[config.mk]
export PLATFORM = sky130hd
export DESIGN_NAME = uart_pdm_loader
export DESIGN_NICKNAME = d
export VERILOG_FILES = /design/src/rtl/uart_pdm_pkg.sv /design/src/rtl/uart_pdm_loader_rx_sync2.sv /design/src/rtl/uart_pdm_loader.sv
export SDC_FILE = /design/constraint.sdc
export NUM_CORES = 1
export LEC_CHECK = 0
export BUFFER_PORTS_ARGS = -buffer_cell sky130_fd_sc_hd__buf_4
export CORE_MARGIN = 10
export CORE_UTILIZATION = 30
export CTS_BUF_LIST = sky130_fd_sc_hd__clkbuf_2
export DETAILED_ROUTE_END_ITERATION = 7
export PLACE_DENSITY_LB_ADDON = 0.2
export SYNTH_ARGS = -nofsm -noshare
export SYNTH_HDL_FRONTEND = slang
export SYNTH_SLANG_ARGS = --single-unit
[constraint.sdc]
create_clock -name clk -period 4.5 [get_ports clk]
set_clock_uncertainty 0.2 [all_clocks]
set_input_delay 0.225 -clock clk [delete_from_list [all_inputs] [get_ports clk]]
set_output_delay 0.225 -clock clk [all_outputs]
set_load 0.05 [all_outputs]
[src/rtl/uart_pdm_pkg.sv]
// Shared definitions for the UART-to-PDM loader: receiver state encodings,
// the default level-set command value and a command-match helper.
package uart_pdm_pkg;

  localparam logic [2:0] ST_IDLE  = 3'd0;
  localparam logic [2:0] ST_START = 3'd1;
  localparam logic [2:0] ST_DATA  = 3'd2;
  localparam logic [2:0] ST_STOP  = 3'd3;
  localparam logic [2:0] ST_BREAK = 3'd4;

  typedef enum logic [2:0] {
    IDLE  = ST_IDLE,
    START = ST_START,
    DATA  = ST_DATA,
    STOP  = ST_STOP,
    BREAK = ST_BREAK
  } rx_state_e;

  localparam logic [2:0] CMD_DEFAULT = 3'b010;
  localparam logic [2:0] DATA_LAST   = 3'd7;

  function automatic logic is_cmd(input logic [7:0] frame_byte, input logic [2:0] cmd);
    return (frame_byte[7:5] == cmd);
  endfunction

endpackage

[src/rtl/uart_pdm_loader_rx_sync2.sv]
// Two-flop synchroniser for an asynchronous input, with a configurable
// reset value so an idle-high line does not look like activity after reset.
module rx_sync2 #(
  parameter logic RESET_VAL = 1'b1
) (
  input  logic clk,
  input  logic reset,
  input  logic d,
  output logic q
);

  logic [1:0] sync_r;

  // shift the async input through two flops
  always_ff @(posedge clk) begin
    if (reset) begin
      sync_r <= {2{RESET_VAL}};
    end else begin
      sync_r <= {sync_r[0], d};
    end
  end

  assign q = sync_r[1];

endmodule

[src/rtl/uart_pdm_loader.sv]
// 8N1 UART receiver that turns level-set command bytes into a PDM level
// and a one-cycle load strobe for the downstream modulator.
module uart_pdm_loader
  import uart_pdm_pkg::*;
#(
  parameter int         CLKS_PER_BIT = 16,
  parameter int         LEVEL_W      = 5,
  parameter logic [2:0] CMD          = CMD_DEFAULT
) (
  input  logic               clk,
  input  logic               reset,
  input  logic               rx,
  output logic [LEVEL_W-1:0] level_out,
  output logic               write_en,
  output logic               frame_err,
  output logic               busy
);

  localparam int               CNT_W   = $clog2(CLKS_PER_BIT);
  localparam logic [CNT_W-1:0] HALF_TC = CNT_W'(CLKS_PER_BIT / 2 - 1);
  localparam logic [CNT_W-1:0] FULL_TC = CNT_W'(CLKS_PER_BIT - 1);

  logic               rx_s;
  rx_state_e          state_r;
  rx_state_e          state_s;
  logic [CNT_W-1:0]   cnt_r;
  logic [2:0]         bit_cnt_r;
  logic [7:0]         shift_r;
  logic               stop_done_r;
  logic               stop_bit_r;
  logic [LEVEL_W-1:0] level_r;
  logic               write_en_r;
  logic               frame_err_r;
  logic               busy_r;
  logic               cnt_tc_s;
  logic               frame_ok_s;
  logic               frame_bad_s;
  logic               load_s;
  logic               busy_s;

  rx_sync2 #(.RESET_VAL(1'b1)) u_rx_sync (
    .clk   (clk),
    .reset (reset),
    .d     (rx),
    .q     (rx_s)
  );

  // START waits half a bit to land in the middle of the start bit
  assign cnt_tc_s = (state_r == START) ? (cnt_r == HALF_TC) : (cnt_r == FULL_TC);

  // The stop sample is registered first; the frame is resolved one cycle later
  assign frame_ok_s  = (state_r == STOP) && stop_done_r && stop_bit_r;
  assign frame_bad_s = (state_r == STOP) && stop_done_r && !stop_bit_r;
  assign load_s      = frame_ok_s && is_cmd(shift_r, CMD);
  assign busy_s      = (state_s == START) || (state_s == DATA) || (state_s == STOP);

  // state register
  always_ff @(posedge clk) begin
    if (reset) begin
      state_r <= IDLE;
    end else begin
      state_r <= state_s;
    end
  end

  // next-state decode
  always_comb begin
    state_s = state_r;
    case (state_r)
      IDLE: begin
        if (!rx_s) state_s = START;
        else       state_s = IDLE;
      end
      START: begin
        if (cnt_tc_s) state_s = rx_s ? IDLE : DATA;
        else          state_s = START;
      end
      DATA: begin
        if (cnt_tc_s && (bit_cnt_r == DATA_LAST)) state_s = STOP;
        else                                      state_s = DATA;
      end
      STOP: begin
        if (stop_done_r) state_s = stop_bit_r ? IDLE : BREAK;
        else             state_s = STOP;
      end
      BREAK: begin
        if (rx_s) state_s = IDLE;
        else      state_s = BREAK;
      end
      default: state_s = IDLE;
    endcase
  end

  // baud counter, restarted on every state change
  always_ff @(posedge clk) begin
    if (reset) begin
      cnt_r <= {CNT_W{1'b0}};
    end else if ((state_s != state_r) || (state_r == IDLE) || (state_r == BREAK) || cnt_tc_s) begin
      cnt_r <= {CNT_W{1'b0}};
    end else begin
      cnt_r <= cnt_r + CNT_W'(1);
    end
  end

  // data bit counter and LSB-first shift register
  always_ff @(posedge clk) begin
    if (reset) begin
      bit_cnt_r <= 3'd0;
      shift_r   <= 8'd0;
    end else if ((state_r == DATA) && cnt_tc_s) begin
      bit_cnt_r <= (bit_cnt_r == DATA_LAST) ? 3'd0 : bit_cnt_r + 3'd1;
      shift_r   <= {rx_s, shift_r[7:1]};
    end else if (state_r == IDLE) begin
      bit_cnt_r <= 3'd0;
      shift_r   <= shift_r;
    end else begin
      bit_cnt_r <= bit_cnt_r;
      shift_r   <= shift_r;
    end
  end

  // stop-bit capture
  always_ff @(posedge clk) begin
    if (reset) begin
      stop_done_r <= 1'b0;
      stop_bit_r  <= 1'b1;
    end else if ((state_r == STOP) && !stop_done_r && cnt_tc_s) begin
      stop_done_r <= 1'b1;
      stop_bit_r  <= rx_s;
    end else begin
      stop_done_r <= 1'b0;
      stop_bit_r  <= stop_bit_r;
    end
  end

  // output register
  always_ff @(posedge clk) begin
    if (reset) begin
      level_r     <= {LEVEL_W{1'b0}};
      write_en_r  <= 1'b0;
      frame_err_r <= 1'b0;
      busy_r      <= 1'b0;
    end else begin
      level_r     <= load_s ? shift_r[LEVEL_W-1:0] : level_r;
      write_en_r  <= load_s;
      frame_err_r <= frame_bad_s;
      busy_r      <= busy_s;
    end
  end

  assign level_out = level_r;
  assign write_en  = write_en_r;
  assign frame_err = frame_err_r;
  assign busy      = busy_r;

endmodule

==> results of run 1 <==
==> final timing paths <==
| kind | to | slack [ps] | cells after the start |
|---|---|---|---|
| worst max-delay path | stop_bit_r | 2560 | 4 |
| worst min register to register | u_rx_sync.sync_r[1] | 230 | 1 |
| worst min-delay path | u_rx_sync.sync_r[1] | 230 | 1 |
| worst max register to register | stop_bit_r | 2560 | 4 |
==> routing by layer <==
layer	vias up	GRT usage	share of wire
li1	512	-	-
met1	478	0.0781	0.45
met2	23	0.119	0.46
met3	9	0.0309	0.059
met4	0	0.0464	0.031
met5	-	0	0
==> synthesized netlist by cell type, types with 2 or more instances <==
library cell   n
a21oi_1       12
nor3b_1        2
clkbuf_1       4
mux2i_1        6
nor2_1         4
dfxtp_1       30
nand2_1       11
o211ai_1       4
ha_1           3
buf_4          2
a21boi_0       2
nand3_1       13
o21ai_0        8
nor4_1         3
o31ai_1        2
nor3_1         4
nor2b_1        2
or3_1          2
buf_2          5
or2_2          2
==> layout make-up <==
| class | count | area [um^2] |
|---|---|---|
| Inverter | 1 | 3.75 |
| Multi-Input combinational cell | 95 | 601 |
| Clock buffer | 5 | 25.0 |
| Clock inverter | 3 | 16.3 |
| Tap cell | 50 | 62.6 |
| Sequential cell | 30 | 601 |
| Fill cell | 418 | 2630 |
| Timing Repair Buffer | 12 | 95.1 |
==> per-stage QoR <==
stage	area [um^2]	hold slack [ps]	util	setup WS, ps	cells
floorplan	1260	129	-	2910	137
global placement	1340	194	0.333	2650	186
detailed placement	1340	193	0.333	2580	186
CTS	1400	227	0.348	2550	196
global route	1400	238	0.348	2390	196
finish	1400	226	0.348	2560	196
==> critical path, cell delays in order (launching register included) <==
cell	delay (ps)
dfxtp_1	380
ha_1	290
nand4_2	340
or4b_1	610
nand3_1	90
==> sequential cells by signal (all words and copies together), names as in the netlist, 2 cells and up <==
register and count:
bit_cnt_r 3, cnt_r 4, level_out 5, shift_r 8
state_r 3, u_rx_sync.sync_r 2
==> power breakdown <==
part           leakage, nW  internal (mW)  total [mW]  switching (mW)
clock network       0.0264         0.0354       0.133          0.0973
logic                0.212        0.00640      0.0188          0.0124
registers            0.242          0.268       0.270         0.00196
==> logic make-up after synthesis <==
group / Yosys count / share of synthesized area
AOI/OAI and AO/OA: 30 / 0.141
xor gates and xnor gates: 2 / 0.0139
adders and majority gates: 3 / 0.0298
buffers and inverters: 12 / 0.0467
DFF: 30 / 0.477
muxes: 6 / 0.0477
and+or+nand+nor: 54 / 0.244
==> out/metrics.csv, run 1 <==
stage,metric,value,unit
run_status,status,"finished, final reports clean",
placement,port bufs,10,
power,Power Total,0.421,mW
die,Die Y,84.8,um
layout,most frequent cells in the layout,"30 x dfxtp_1, 13 x nand3_1, 12 x a21oi_1",
grt,GRT Total Usage,0.0740,
synth,"FF+latch count, synth",30,
timing,Max Clock Freq,515,MHz
die,Die X,84.8,um
grt,first-pass GRT wire length,4370,um
timing,final setup TNS,0,ps
clock_tree,Bufs on Longest Clock Path,2,
detailed_routing,Residual DRC,0,
clock_tree,clock sink count,30,
detailed_routing,Vias/cell,5.21,
grt,largest net degree at the start of global routing,22,
synth,post-synth cell types,36,
detailed_routing,drt first pass iters,4,
flow_run,Max Cap Violations,0,
synth,"Avg Cell Area, Syn",9.20,um^2
clock_tree,H-tree levels,2,
synth,ranking of synthesized cells by area,"dfxtp_1 48%, nand3_1 5.2%, a21oi_1 4.8%",
die,Initial Util,0.313,
synth,"EDFF count, synth",0,
die,die area,7190,um^2
clock_tree,clk_lat worst skew,370,ps
synth,leading area contributor after synthesis,dfxtp_1,
setup_path,CP startpoint kind,register,
setup_path,Worst Path Max Fanout,15,
power,power per cell area,300,nW/um^2
setup_path,reg-to-reg startpoint,cnt_r[0],
detailed_routing,Detailed Route WL,2540,um
synth,Synth Flop Type,dfxtp_1,
timing,Tcrit/Tclk final,0.432,
timing,RSZ-0062 raised after global routing,false,
layout,"most common cell after layout, fill and taps aside",dfxtp_1,
hold_path,critical hold path startpoint,u_rx_sync.sync_r[0],
synth,ys async rst share,0,
timing,Worst-Margin Slew,708,ps
detailed_routing,number of DRC markers in iteration 0,60,
placement,gpl congestion,0.757,
setup_path,CP startpoint,cnt_r[0],
grt,initial antenna violation count,0,
synth,Yosys top cell area share,0.477,
synth,Post-Syn Area,1260,um^2
synth,synthesized instance count,137,
clock_tree,CTS Hold Bufs,2,
grt,"Remaining Overflow, GRT",0,
setup_path,CP Class,register to register,
clock_tree,"CTS clk-pin slew, worst paths",170,ps
clock_tree,cts bufs inserted,5,
layout,Area Overhead vs Synth,11.4,%
setup_path,Critical Path AT,2070,ps
layout,Nets,151,
detailed_routing,Vias,1022,
layout,Antenna Diode Count,0,
setup_path,Critical Path End Type,register,
placement,DP HPWL,1750,um
clock_tree,CTS root buffer,clkbuf_2,
die,I/O pin count,11,
die,core area,4030,um^2
synth,Syn Nets,143,
timing,Slew Limit Fails,0,
clock_tree,postcts setup bufs,0,
timing,setup violators final,0,
hold_path,Hold Path Class,register to register,
synth,"Seq/Total Area, Yosys",0.477,
power,LEAKAGE,0.481,nW
detailed_routing,antenna-violating nets left,0,
setup_path,worst endpoint required time,4630,ps
detailed_routing,wire per inst,13.0,um
layout,share of cells above drive strength 1,0.144,
die,row cnt,23,
clock_tree,CTS tree,built,
timing,Max-slew headroom,0.526,
timing,"Hold Vio Cnt, Final",0,
synth,Yosys warnings,0,
clock_tree,CTS resizes,0,
grt,vias in the first global route,983,
power,worst vdd ir,0.116,mV
timing,post-layout min period,1940,ps
Note: power is estimated with default switching activity, not from simulation.
==> inputs of run 2 (changes only) <==
Clock period 4.5 ns to 1.8 ns, I/O delays scaled along.
==> run 2 against run 1 <==
Compared with the run above: non-clock buffer count grew 6; utilization grew 1.9 points; via count grew 0.59%; critical path depth is the same; cell area grew 5.3%; setup slack lost 2400 ps; register-to-register slack lost 2400 ps; fmax grew 17%; global-route usage grew 0.33 points; wire length grew 3.3%; sequential share of layout area shrank 2.2 points; total power grew to 2.8 times the previous value; critical path type unchanged.
==> out/metrics.csv, run 2 (synthesis gave the netlist of run 1 again) <==
stage,metric,value,unit,change
setup_path,cell count along the critical path,4,,unchanged
layout,fin cells,201,,+2.6%
layout,footprint of the multi-input gates,611,um^2,+1.7%
setup_path,worst reg-to-reg path cell count,4,,unchanged
setup_path,"delay-heaviest family, CP",simple AND/OR/NAND/NOR gates,,
die,Die Y,84.8,um,unchanged
layout,most frequent cells in the layout,"30 x dfxtp_1, 15 x buf_4, 13 x nand3_1",,
grt,GRT Total Usage,0.0773,,+0.00330
detailed_routing,Vias/cell,5.11,,-1.9%
setup_path,"most used cell, CP",ha_1,,
power,Sw Pwr,0.258,mW,+130%
flow_run,Max Cap Violations,0,,unchanged
grt,initial antenna violation count,0,,unchanged
setup_path,Worst Path Max Fanout,3,,-12
setup_path,Critical Path AT,1760,ps,-310 ps
grt,"Remaining Overflow, GRT",0,,unchanged
timing,Max-slew headroom,0.529,,+0.00288
timing,Slew Limit Fails,0,,unchanged
layout,largest register by flop count,shift_r,,
clock_tree,clk_lat worst skew,350,ps,-20 ps
timing,RSZ-0062 raised after global routing,false,,
power,logic gate share of total power,0.044,,about the same
power,Pint,0.913,mW,+190%
run_status,status,"finished, final reports clean",,
setup_path,Critical Path End Type,register,,
clock_tree,Bufs on Longest Clock Path,2,,unchanged
detailed_routing,Residual DRC,0,,unchanged
layout,"most common cell after layout, fill and taps aside",dfxtp_1,,
placement,port bufs,10,,unchanged
clock_tree,postcts setup bufs,0,,unchanged
timing,Max Clock Freq,602,MHz,+17%
power,Switching Fraction,0.220,,-0.0444
timing,post-layout min period,1660,ps,-283 ps
power,worst vdd ir,0.394,mV,+240%
layout,Reg area,601,um^2,unchanged
detailed_routing,wire per inst,13.1,um,+0.73%
die,die area,7190,um^2,unchanged
hold_path,cell depth of the worst hold path,1,,unchanged
die,Initial Util,0.313,,unchanged
clock_tree,CTS tree,built,,
timing,setup violators final,0,,unchanged
die,I/O pin count,11,,unchanged
timing,Tcrit/Tclk final,0.922,,+0.491
placement,DP HPWL,1870,um,+6.5%
setup_path,Slowest cell on crit path,or4_1,,
detailed_routing,drt first pass iters,4,,unchanged
setup_path,worst endpoint required time,1890,ps,-2740 ps
detailed_routing,Detailed Route WL,2630,um,+3.3%
setup_path,CP startpoint kind,register,,
setup_path,CP Class,register to register,,
layout,Nets,157,,+4.0%
power,Power Total,1.17,mW,+180%
power,Flop pwr share,0.576,,-0.065
layout,Area Overhead vs Synth,17.4,%,
die,row cnt,23,,unchanged
timing,Hold Slack,226,ps,+0.379 ps
setup_path,CP cell instances,ha_1 -> ha_1 -> or4_1 -> a21oi_1,,
die,Die X,84.8,um,unchanged
layout,Layout fillers,428,,+2.4%
clock_tree,"CTS clk-pin slew, worst paths",140,ps,-30 ps
timing,"Hold Vio Cnt, Final",0,,unchanged
layout,Largest register FFs,8,,unchanged
timing,Worst-Margin Slew,704,ps,-4.30 ps
grt,first-pass GRT wire length,4550,um,+4.1%
clock_tree,H-tree levels,2,,unchanged
power,power per cell area,792,nW/um^2,+160%
detailed_routing,number of DRC markers in iteration 0,76,,+27%
grt,largest net degree at the start of global routing,22,,unchanged
timing,final setup TNS,0,ps,unchanged
placement,gpl congestion,0.797,,+5.3%
clock_tree,CTS root buffer,clkbuf_2,,
die,core area,4030,um^2,unchanged
clock_tree,cts bufs inserted,5,,unchanged
detailed_routing,antenna-violating nets left,0,,unchanged
layout,Antenna Diode Count,0,,unchanged
hold_path,Hold Path Class,register to register,,
setup_path,largest stage delay on the critical path,500,ps,-110 ps
clock_tree,clock sink count,30,,unchanged
power,Clk pwr share,0.379,,+0.064
detailed_routing,Vias,1028,,+0.59%
layout,share of cells above drive strength 1,0.185,,+0.0416
power,LEAKAGE,0.516,nW,+7.5%
placement,dpl cells,191,,+2.7%
setup_path,Bufs and invs on worst path,0,,unchanged
grt,vias in the first global route,992,,+0.92%
## run 2: power by group through the flow
| stage | Clock (mW) | Combinational (mW) | Sequential [mW] |
|---|---|---|---|
| finish | 0.444 | 0.0519 | 0.675 |
| global route | 0.489 | 0.0579 | 0.677 |
| CTS | 0.468 | 0.0514 | 0.675 |
| detailed placement | 0 | 0.0463 | 0.689 |
| global placement | 0 | 0.0454 | 0.689 |
| floorplan | 0 | 0.0324 | 0.691 |
## run 2: per-layer routing
| layer | share of wire | vias to the layer above | track usage |
|---|---|---|---|
| li1 | - | 522 | - |
| met1 | 0.45 | 483 | 0.0902 |
| met2 | 0.47 | 16 | 0.114 |
| met3 | 0.048 | 7 | 0.0300 |
| met4 | 0.026 | 0 | 0.0524 |
| met5 | 0 | - | 0 |
## run 2: area by class of cell
type,instances,area share
Clock inverter,2,0.0228
Clock buffer,5,0.0169
Sequential cell,30,0.406
Multi-Input combinational cell,95,0.413
Timing Repair Buffer,18,0.0964
Inverter,1,0.00254
Tap cell,50,0.0423
## run 2: path summary, 6_finish.rpt
kind	from	end	slack, ps
hold reg to reg	u_rx_sync.sync_r[0]	u_rx_sync.sync_r[1]	230
setup reg to reg	bit_cnt_r[0]	bit_cnt_r[0]	140
hold / removal	u_rx_sync.sync_r[0]	u_rx_sync.sync_r[1]	230
setup / recovery	bit_cnt_r[0]	bit_cnt_r[0]	140
## run 2: stage by stage
stage / util / area (um^2) / setup slack (ps)
2_1_floorplan: - / 1260 / 208
3_3_place_gp: 0.343 / 1380 / 120
3_5_place_dp: 0.343 / 1380 / 64.2
4_1_cts: 0.365 / 1470 / 40.4
5_1_grt: 0.367 / 1480 / 11.7
6_report: 0.367 / 1480 / 140
## run 2: timing repair
action	4_1_cts	5_1_grt
hold buffers	3	0
gates resized for setup	0	3
hold endpoints to repair	20	0
endpoints found under the setup margin	0	9
==> inputs of run 3 (changes only) <==
Settings changed: REMOVE_ABC_BUFFERS set to 1, TNS_END_PERCENT set to 100.
==> run 3 against run 2 <==
Compared with the run above: die area did not move; flip-flop and latch count unchanged; critical path depth stayed put; count of clock-buffer cells in the layout did not move; sequential share of layout area is the same; total power up 0.22%; utilization unchanged; register-to-register slack is essentially flat; wire length is 1.9% higher; highest routed layer unchanged.
==> out/metrics.csv, run 3 (synthesis gave the netlist of run 1 again) <==
stage,metric,value,unit,change
layout,"most common cell after layout, fill and taps aside",dfxtp_1,,
hold_path,cell depth of the worst hold path,1,,unchanged
placement,gpl congestion,0.817,,+2.5%
die,Die Y,84.8,um,unchanged
detailed_routing,Vias,1024,,-0.39%
setup_path,worst reg-to-reg path cell count,4,,unchanged
setup_path,CP Class,register to register,,
die,core area,4030,um^2,unchanged
detailed_routing,antenna-violating nets left,0,,unchanged
timing,Max Clock Freq,598,MHz,-0.75%
setup_path,Critical Path End Type,register,,
placement,dpl cells,192,,+0.52%
layout,Layout fillers,422,,-1.4%
clock_tree,"CTS clk-pin slew, worst paths",130,ps,about the same
layout,final core occ,0.367,,unchanged
power,Power Total,1.17,mW,+0.22%
setup_path,Worst Path Max Fanout,3,,unchanged
clock_tree,CTS tree,built,,
hold_path,Hold Path Class,register to register,,
power,power per cell area,794,nW/um^2,+0.22%
detailed_routing,wire per inst,13.2,um,+1.4%
timing,Hold Slack,226,ps,-0.207 ps
detailed_routing,drt first pass iters,4,,unchanged
layout,share of cells above drive strength 1,0.178,,-0.00780
detailed_routing,Vias/cell,5.07,,-0.88%
layout,Nets,158,,+0.64%
setup_path,Critical Path AT,1760,ps,about the same
layout,most frequent cells in the layout,"30 x dfxtp_1, 16 x buf_4, 13 x nand3_1",,
grt,initial antenna violation count,0,,unchanged
grt,vias in the first global route,957,,-3.5%
clock_tree,postcts setup bufs,0,,unchanged
timing,Tcrit/Tclk final,0.929,,+0.00697
clock_tree,CTS root buffer,clkbuf_2,,
power,worst vdd ir,0.350,mV,-11%
die,Initial Util,0.313,,unchanged
clock_tree,Bufs on Longest Clock Path,2,,unchanged
run_status,status,"finished, final reports clean",,
timing,final setup TNS,0,ps,unchanged
detailed_routing,Detailed Route WL,2680,um,+1.9%
clock_tree,H-tree levels,2,,unchanged
timing,RSZ-0062 raised after global routing,false,,
die,die area,7190,um^2,unchanged
layout,"Design Area, Final",1480,um^2,unchanged
clock_tree,clk_lat worst skew,360,ps,about the same
detailed_routing,Residual DRC,0,,unchanged
setup_path,worst endpoint required time,1890,ps,about the same
die,Die X,84.8,um,unchanged
detailed_routing,number of DRC markers in iteration 0,67,,-12%
setup_path,reg2reg setup slack,130,ps,about the same
die,row cnt,23,,unchanged
placement,Post-DP Area,1390,um^2,+0.54%
grt,"Remaining Overflow, GRT",0,,unchanged
grt,first-pass GRT wire length,4310,um,-5.3%
die,I/O pin count,11,,unchanged
layout,Antenna Diode Count,0,,unchanged
placement,DP HPWL,1890,um,+1.1%
setup_path,CP startpoint kind,register,,
timing,"Hold Vio Cnt, Final",0,,unchanged
layout,fin cells,202,,+0.50%
power,LEAKAGE,0.520,nW,+0.76%
clock_tree,cts bufs inserted,5,,unchanged
timing,post-route worst setup slack,127,ps,-12.5 ps
timing,Max-slew headroom,0.516,,-0.0135
layout,largest register by flop count,shift_r,,
layout,Area Overhead vs Synth,17.4,%,unchanged
timing,setup violators final,0,,unchanged
layout,Largest register FFs,8,,unchanged
timing,post-layout min period,1670,ps,+12.5 ps
grt,GRT Total Usage,0.0730,,-0.00435
grt,largest net degree at the start of global routing,22,,unchanged
clock_tree,clock sink count,30,,unchanged
placement,pre-CTS setup slack,125,ps,+61.2 ps
placement,port bufs,10,,unchanged
flow_run,Max Cap Violations,0,,unchanged
timing,Slew Limit Fails,0,,unchanged
timing,Worst-Margin Slew,724,ps,+20.2 ps
## run 3: critical path: stages (launching register included)
cell     delay, ps
dfxtp_1        350
ha_1           200
ha_1           200
or4_1          500
a21oi_1        150
## run 3: where the power goes
group / internal, mW / total (mW) / switching (mW)
logic: 0.0189 / 0.0516 / 0.0326
registers: 0.670 / 0.675 / 0.00502
clock network: 0.224 / 0.447 / 0.224
total: 0.912 / 1.17 / 0.261
## run 3: cell type report
cell class,instances,area (um^2),area share
Sequential cell,30,601,0.406
Clock buffer,5,25.0,0.0169
Tap cell,50,62.6,0.0423
Multi-Input combinational cell,95,603,0.408
Timing Repair Buffer,19,150,0.102
Inverter,1,3.75,0.00254
Clock inverter,2,33.8,0.0228
## run 3: per-layer routing
metal / routed length [um] / share of wire / vias to the layer above / global-route usage
met5: 0 / 0 / - / 0
met4: 48 / 0.018 / 0 / 0.0434
met3: 116 / 0.043 / 6 / 0.0309
met2: 1250 / 0.47 / 23 / 0.117
met1: 1270 / 0.47 / 462 / 0.0779
li1: - / - / 533 / -
## run 3: path summary, 6_finish.rpt
check / start / endpoint
hold reg to reg: u_rx_sync.sync_r[0] / u_rx_sync.sync_r[1]
setup / recovery: bit_cnt_r[0] / bit_cnt_r[0]
hold / removal: u_rx_sync.sync_r[0] / u_rx_sync.sync_r[1]
setup reg to reg: bit_cnt_r[0] / bit_cnt_r[0]
## run 3: timing repair
action | CTS | global route
hold buffers | 3 | 0
endpoints found under the hold margin | 20 | 0
endpoints found under the setup margin | 0 | 2
resized for setup | 0 | 1
